==> src/rtl/richie_ctrl_seq.sv <==
// Richie Jr. instruction sequencer: runs a FETCH/DECODE/EXEC cycle per instruction
// and drives the PC, instruction register, accumulator/ALU and data-memory strobes.
module richie_ctrl_seq #(
  parameter int ADDRW = 4,
  parameter int OPW   = 4
) (
  input  logic                 clk,
  input  logic                 res_n,
  input  logic                 run,
  input  logic                 step,
  input  logic                 clr,
  input  logic [OPW+ADDRW-1:0] instr,
  input  logic                 zero_flag,
  input  logic                 carry_flag,
  output logic                 pc_res,
  output logic                 pc_en,
  output logic                 pc_load,
  output logic [ADDRW-1:0]     pc_load_val,
  output logic                 ir_load,
  output logic                 acc_load,
  output logic [2:0]           alu_op,
  output logic                 mem_rd,
  output logic                 mem_we,
  output logic                 halted,
  output logic [2:0]           state
);

  typedef enum logic [2:0] {
    S_INIT   = 3'd0,
    S_IDLE   = 3'd1,
    S_FETCH  = 3'd2,
    S_DECODE = 3'd3,
    S_EXEC   = 3'd4,
    S_HALT   = 3'd5
  } state_e;

  localparam logic [OPW-1:0] OP_NOP = OPW'(4'h0);
  localparam logic [OPW-1:0] OP_LDI = OPW'(4'h1);
  localparam logic [OPW-1:0] OP_ADD = OPW'(4'h2);
  localparam logic [OPW-1:0] OP_SUB = OPW'(4'h3);
  localparam logic [OPW-1:0] OP_AND = OPW'(4'h4);
  localparam logic [OPW-1:0] OP_OR  = OPW'(4'h5);
  localparam logic [OPW-1:0] OP_XOR = OPW'(4'h6);
  localparam logic [OPW-1:0] OP_JMP = OPW'(4'h7);
  localparam logic [OPW-1:0] OP_JZ  = OPW'(4'h8);
  localparam logic [OPW-1:0] OP_JC  = OPW'(4'h9);
  localparam logic [OPW-1:0] OP_STA = OPW'(4'hA);
  localparam logic [OPW-1:0] OP_LDA = OPW'(4'hB);
  localparam logic [OPW-1:0] OP_HLT = OPW'(4'hF);

  state_e           state_q, state_d;
  logic [OPW-1:0]   op_q, op_d;
  logic [ADDRW-1:0] arg_q, arg_d;

  always_ff @(posedge clk or negedge res_n) begin
    if (!res_n) begin
      state_q <= S_INIT;
      op_q    <= '0;
      arg_q   <= '0;
    end else begin
      state_q <= state_d;
      op_q    <= op_d;
      arg_q   <= arg_d;
    end
  end

  always_comb begin
    state_d  = state_q;
    op_d     = op_q;
    arg_d    = arg_q;
    pc_res   = 1'b0;
    pc_en    = 1'b0;
    pc_load  = 1'b0;
    ir_load  = 1'b0;
    acc_load = 1'b0;
    alu_op   = 3'd0;
    mem_rd   = 1'b0;
    mem_we   = 1'b0;
    halted   = 1'b0;

    case (state_q)
      S_INIT: begin
        pc_res  = 1'b1;
        state_d = S_IDLE;
      end
      S_IDLE: begin
        if (run || step) state_d = S_FETCH;
      end
      S_FETCH: begin
        ir_load = 1'b1;
        op_d    = instr[OPW+ADDRW-1:ADDRW];
        arg_d   = instr[ADDRW-1:0];
        state_d = S_DECODE;
      end
      S_DECODE: begin
        mem_rd  = (op_q == OP_LDA);
        state_d = S_EXEC;
      end
      S_EXEC: begin
        state_d = run ? S_FETCH : S_IDLE;
        // A restart abandons the instruction: no architectural side effects this cycle.
        if (!clr) begin
          case (op_q)
            OP_LDI: begin acc_load = 1'b1; alu_op = 3'd0; pc_en = 1'b1; end
            OP_ADD: begin acc_load = 1'b1; alu_op = 3'd1; pc_en = 1'b1; end
            OP_SUB: begin acc_load = 1'b1; alu_op = 3'd2; pc_en = 1'b1; end
            OP_AND: begin acc_load = 1'b1; alu_op = 3'd3; pc_en = 1'b1; end
            OP_OR:  begin acc_load = 1'b1; alu_op = 3'd4; pc_en = 1'b1; end
            OP_XOR: begin acc_load = 1'b1; alu_op = 3'd5; pc_en = 1'b1; end
            OP_JMP: pc_load = 1'b1;
            OP_JZ: begin
              pc_load = zero_flag;
              pc_en   = !zero_flag;
            end
            OP_JC: begin
              pc_load = carry_flag;
              pc_en   = !carry_flag;
            end
            OP_STA: begin mem_we = 1'b1; pc_en = 1'b1; end
            OP_LDA: begin acc_load = 1'b1; alu_op = 3'd6; pc_en = 1'b1; end
            OP_HLT: state_d = S_HALT;
            OP_NOP: pc_en = 1'b1;
            default: pc_en = 1'b1;
          endcase
        end
      end
      S_HALT: begin
        halted = 1'b1;
      end
      default: state_d = S_INIT;
    endcase

    if (clr) state_d = S_INIT;
  end

  assign pc_load_val = arg_q;
  assign state       = state_q;

endmodule

==> config.mk <==
export PLATFORM = sky130hd
export DESIGN_NAME = richie_ctrl_seq
export DESIGN_NICKNAME = d
export VERILOG_FILES = /design/src/rtl/richie_ctrl_seq.sv
export SDC_FILE = /design/constraint.sdc
export NUM_CORES = 1
export LEC_CHECK = 0
export BUFFER_PORTS_ARGS = -buffer_cell sky130_fd_sc_hd__buf_2
export CAP_MARGIN = 20
export CORE_MARGIN = 3
export CORE_UTILIZATION = 45
export DETAILED_ROUTE_END_ITERATION = 6
export MAX_ROUTING_LAYER = met4
export PLACE_DENSITY_LB_ADDON = 0.12
export RECOVER_POWER = 25
export SETUP_SLACK_MARGIN = 0.1
export SYNTH_ARGS = -nofsm -noshare
export SYNTH_HDL_FRONTEND = slang
export SYNTH_SLANG_ARGS = --single-unit
==> constraint.sdc <==
create_clock -name clk -period 1.5 [get_ports clk]
set_input_delay 0.075 -clock clk [delete_from_list [all_inputs] [get_ports clk]]
set_output_delay 0.075 -clock clk [all_outputs]
set_load 0.05 [all_outputs]
==> results_dict.tcl <==
set metrics [dict create \
    status "finished with violations" \
    violations "negative setup slack" \
    fill_cells 64 \
    yosysSeqAreaShare_pct 35.8 \
    r2r-start "state[2]$_DFFE_PN0P_" \
    yosys_warnings 0 \
    hpwl_mm 1.32 \
    utilization_pct 90.7 \
    worstReg2RegEnd "op_q[1]$_DFFE_PN0P_" \
    period_minus_slack_ps 1630 \
    worstHoldStart "instr[1]" \
    numCtsBuffers 3 \
    synthTopCellsByCount "11 x dfrtp_1, 8 x mux2_4, 6 x nor2_1" \
    synthCells 71 \
    grtUsageMet1_pct 28.5 \
    fin_worst_skew_ps 6.17 \
    cts_tree "yes" \
    finalHoldViolCount 0 \
    use_met2_pct 36.1 \
    cts_max_level 1 \
    syn-cell-area_sq_um 769 \
    drv_cap 0 \
    drt_pass1_iterations 4 \
    cp.required_ps 1420 \
    die_w_um 47.4 \
    drc_errors 0 \
    seqCellArea_sq_um 284 \
    hold-worst-slack_ps 34.6 \
    die_area_sq_um 2240 \
    rsz0062_at_grt "true" \
    crit_path_end_kind "output port" \
    ys.flop_type "dfrtp_1" \
    core_sq_um 1560 \
    relSlewSlack_pct 61.2 \
    clk_pin_slew_ps 70 \
    fmax_mhz 613 \
    die_h_um 47.4 \
    drtIter0Drc 15 \
    vdd_drop_max_v 0.00120 \
    synth-seq-cells 11 \
    overflow 0 \
    worstPathArrival_ps 1560 \
    synth.most_common_cell "dfrtp_1" \
    synth_top_family_by_area "simple AND/OR/NAND/NOR gates" \
    cts_buffer_depth 2 \
    crit_fanout 6 \
    grt_pass1_wl_mm 3.36 \
    row_count 14 \
    place_ws_ps 21.8 \
    wl_per_cell_um 19.1 \
    setup_violations 6 \
    grt_usage_pct 22.6 \
    ioPinCount 33 \
    leakage_nw 0.638 \
    finalWirelength_mm 2.76 \
    ys_async_sr_fraction_pct 100 \
    r2r_slack_ps 50 \
    root_buffer "clkbuf_4" \
    n_antenna_cell 0 \
    worstSetupStartpointType "flop" \
    area_growth_pct 83.7 \
    yosysTopAreaCellShare_pct 35.8 \
    yosys.area.top_type "dfrtp_1" \
    vias_per_cell 5.74 \
    grt_pass1_vias 729 \
    hold_path_depth 2 \
    finalWorstSetupSlack_ps -131 \
    period_share_pct 109 \
    synth_compound_area_share_pct 16.9 \
    finalSetupTns_ps -375 \
    grt_max_degree 12 \
    multi_input_area_sq_um 564 \
    synthMuxAreaShare_pct 15.6 \
    drive_gt1_share_pct 79.7 \
    synthTopCellsByArea "dfrtp_1 36%, mux2_4 16%, a2111oi_4 3.6%" \
    ys_types 35 \
    crit_type "reg -> out" \
    busiest_layer "met2" \
    synth_simple_gate_area_share_pct 23.3 \
    synth_edf_count 0 \
    postRouteAntennaNets 0 \
    clkLatencyLatePin_ps 270 \
    powerDensity_nw_per_um2 1410 \
    avgSynthCellArea_sq_um 10.8 \
    place_congestion 0.853 \
    synthXorXnorAreaFrac_pct 0 \
    hp-class "in -> reg" \
    synth_fa_ha_area_share_pct 0 \
    io_buffers 32 \
    synthesis.nets 86 \
    slew_violations 0 \
    nets 144 \
    worst_slew_pin_slew_ps 582 \
    antenna_found_initial 0 \
    reg2reg_depth 5 \
    finalPower_mw 1.99 \
    clock_sinks 11 \
    start_util_pct 49.4 \
    hold_end "pc_load_val[1]$_DFFE_PN0P_" \
    vias 826 \
    grt.met3_usage_pct 3.07 \
]
## per-stage QoR
step | area (sq um) | std cells
final | 1410 | 144
after global routing | 1410 | 144
after CTS | 1320 | 139
after detailed placement | 1010 | 120
after global placement | 1010 | 120
after floorplan | 832 | 71
## worst max-delay path by stage
| stage | endpoint | startpoint | slack [ps] | cells past startpoint |
|---|---|---|---|---|
| after floorplan | mem_we | state[1]$_DFFE_PN0P_ | -190 | 3 |
| after global placement | acc_load | op_q[2]$_DFFE_PN0P_ | 80 | 4 |
| after detailed placement | acc_load | op_q[2]$_DFFE_PN0P_ | 20 | 4 |
| after CTS | acc_load | op_q[2]$_DFFE_PN0P_ | -100 | 4 |
| after global routing | acc_load | op_q[1]$_DFFE_PN0P_ | -210 | 4 |
| final | acc_load | op_q[1]$_DFFE_PN0P_ | -130 | 4 |
## placed cells by master (no fill, tap or decap), types with 2 or more instances in the layout
| master | n |
|---|---|
| buf_6 | 21 |
| buf_8 | 3 |
| inv_1 | 2 |
| buf_2 | 20 |
| a21oi_2 | 2 |
| nand3_1 | 2 |
| dfrtp_2 | 7 |
| buf_4 | 12 |
| clkbuf_4 | 3 |
| nor2_4 | 3 |
| and2_4 | 2 |
| clkbuf_1 | 2 |
| nor2_1 | 2 |
| dfrtp_1 | 4 |
| nand2_1 | 2 |
| nor2b_4 | 3 |
| nand3_2 | 3 |
| mux2_4 | 8 |
## registers in the layout (all words and copies together) (netlist names)
name / cells
op_q: 4
state: 3
pc_load_val: 4
## report_power, final
part           total, mW  switching [mW]  internal (mW)
clock network      0.201          0.0986          0.103
registers          0.521           0.126          0.396
logic               1.27           0.662          0.603
## layout make-up
type	count	share of cell area (%)
sequential	11	20.1
tap	16	1.42
timing repair buffer	59	35.8
inverter	3	0.973
clock buffer	4	1.86
multi-input combinational	51	39.9
## logic make-up after synthesis
family          Yosys count
compound gates           15
buf+inv                   9
simple gates             28
flops                    11
mux                       8
## layer usage
layer  wire [um]  part of all wire [%]
met1        1090                    40
met4          74                   2.7
met5           0                     0
met3         116                   4.2
met2        1470                    54
## worst max-delay path: stages, from the launching register on
cell and delay [ps]:
dfrtp_2 440, nor2_1 90, o21a_1 200, a2111oi_4 350, buf_6 210
## timing repair
item / CTS / global route
pin swaps: 11 / 12
buffers inserted: 14 / 6
resized for setup: 51 / 11
endpoints found under the setup margin: 10 / 20
hold endpoints to repair: 11 / 0
hold buffers: 1 / 0
No activity file was read; power rests on OpenSTA's default activity.
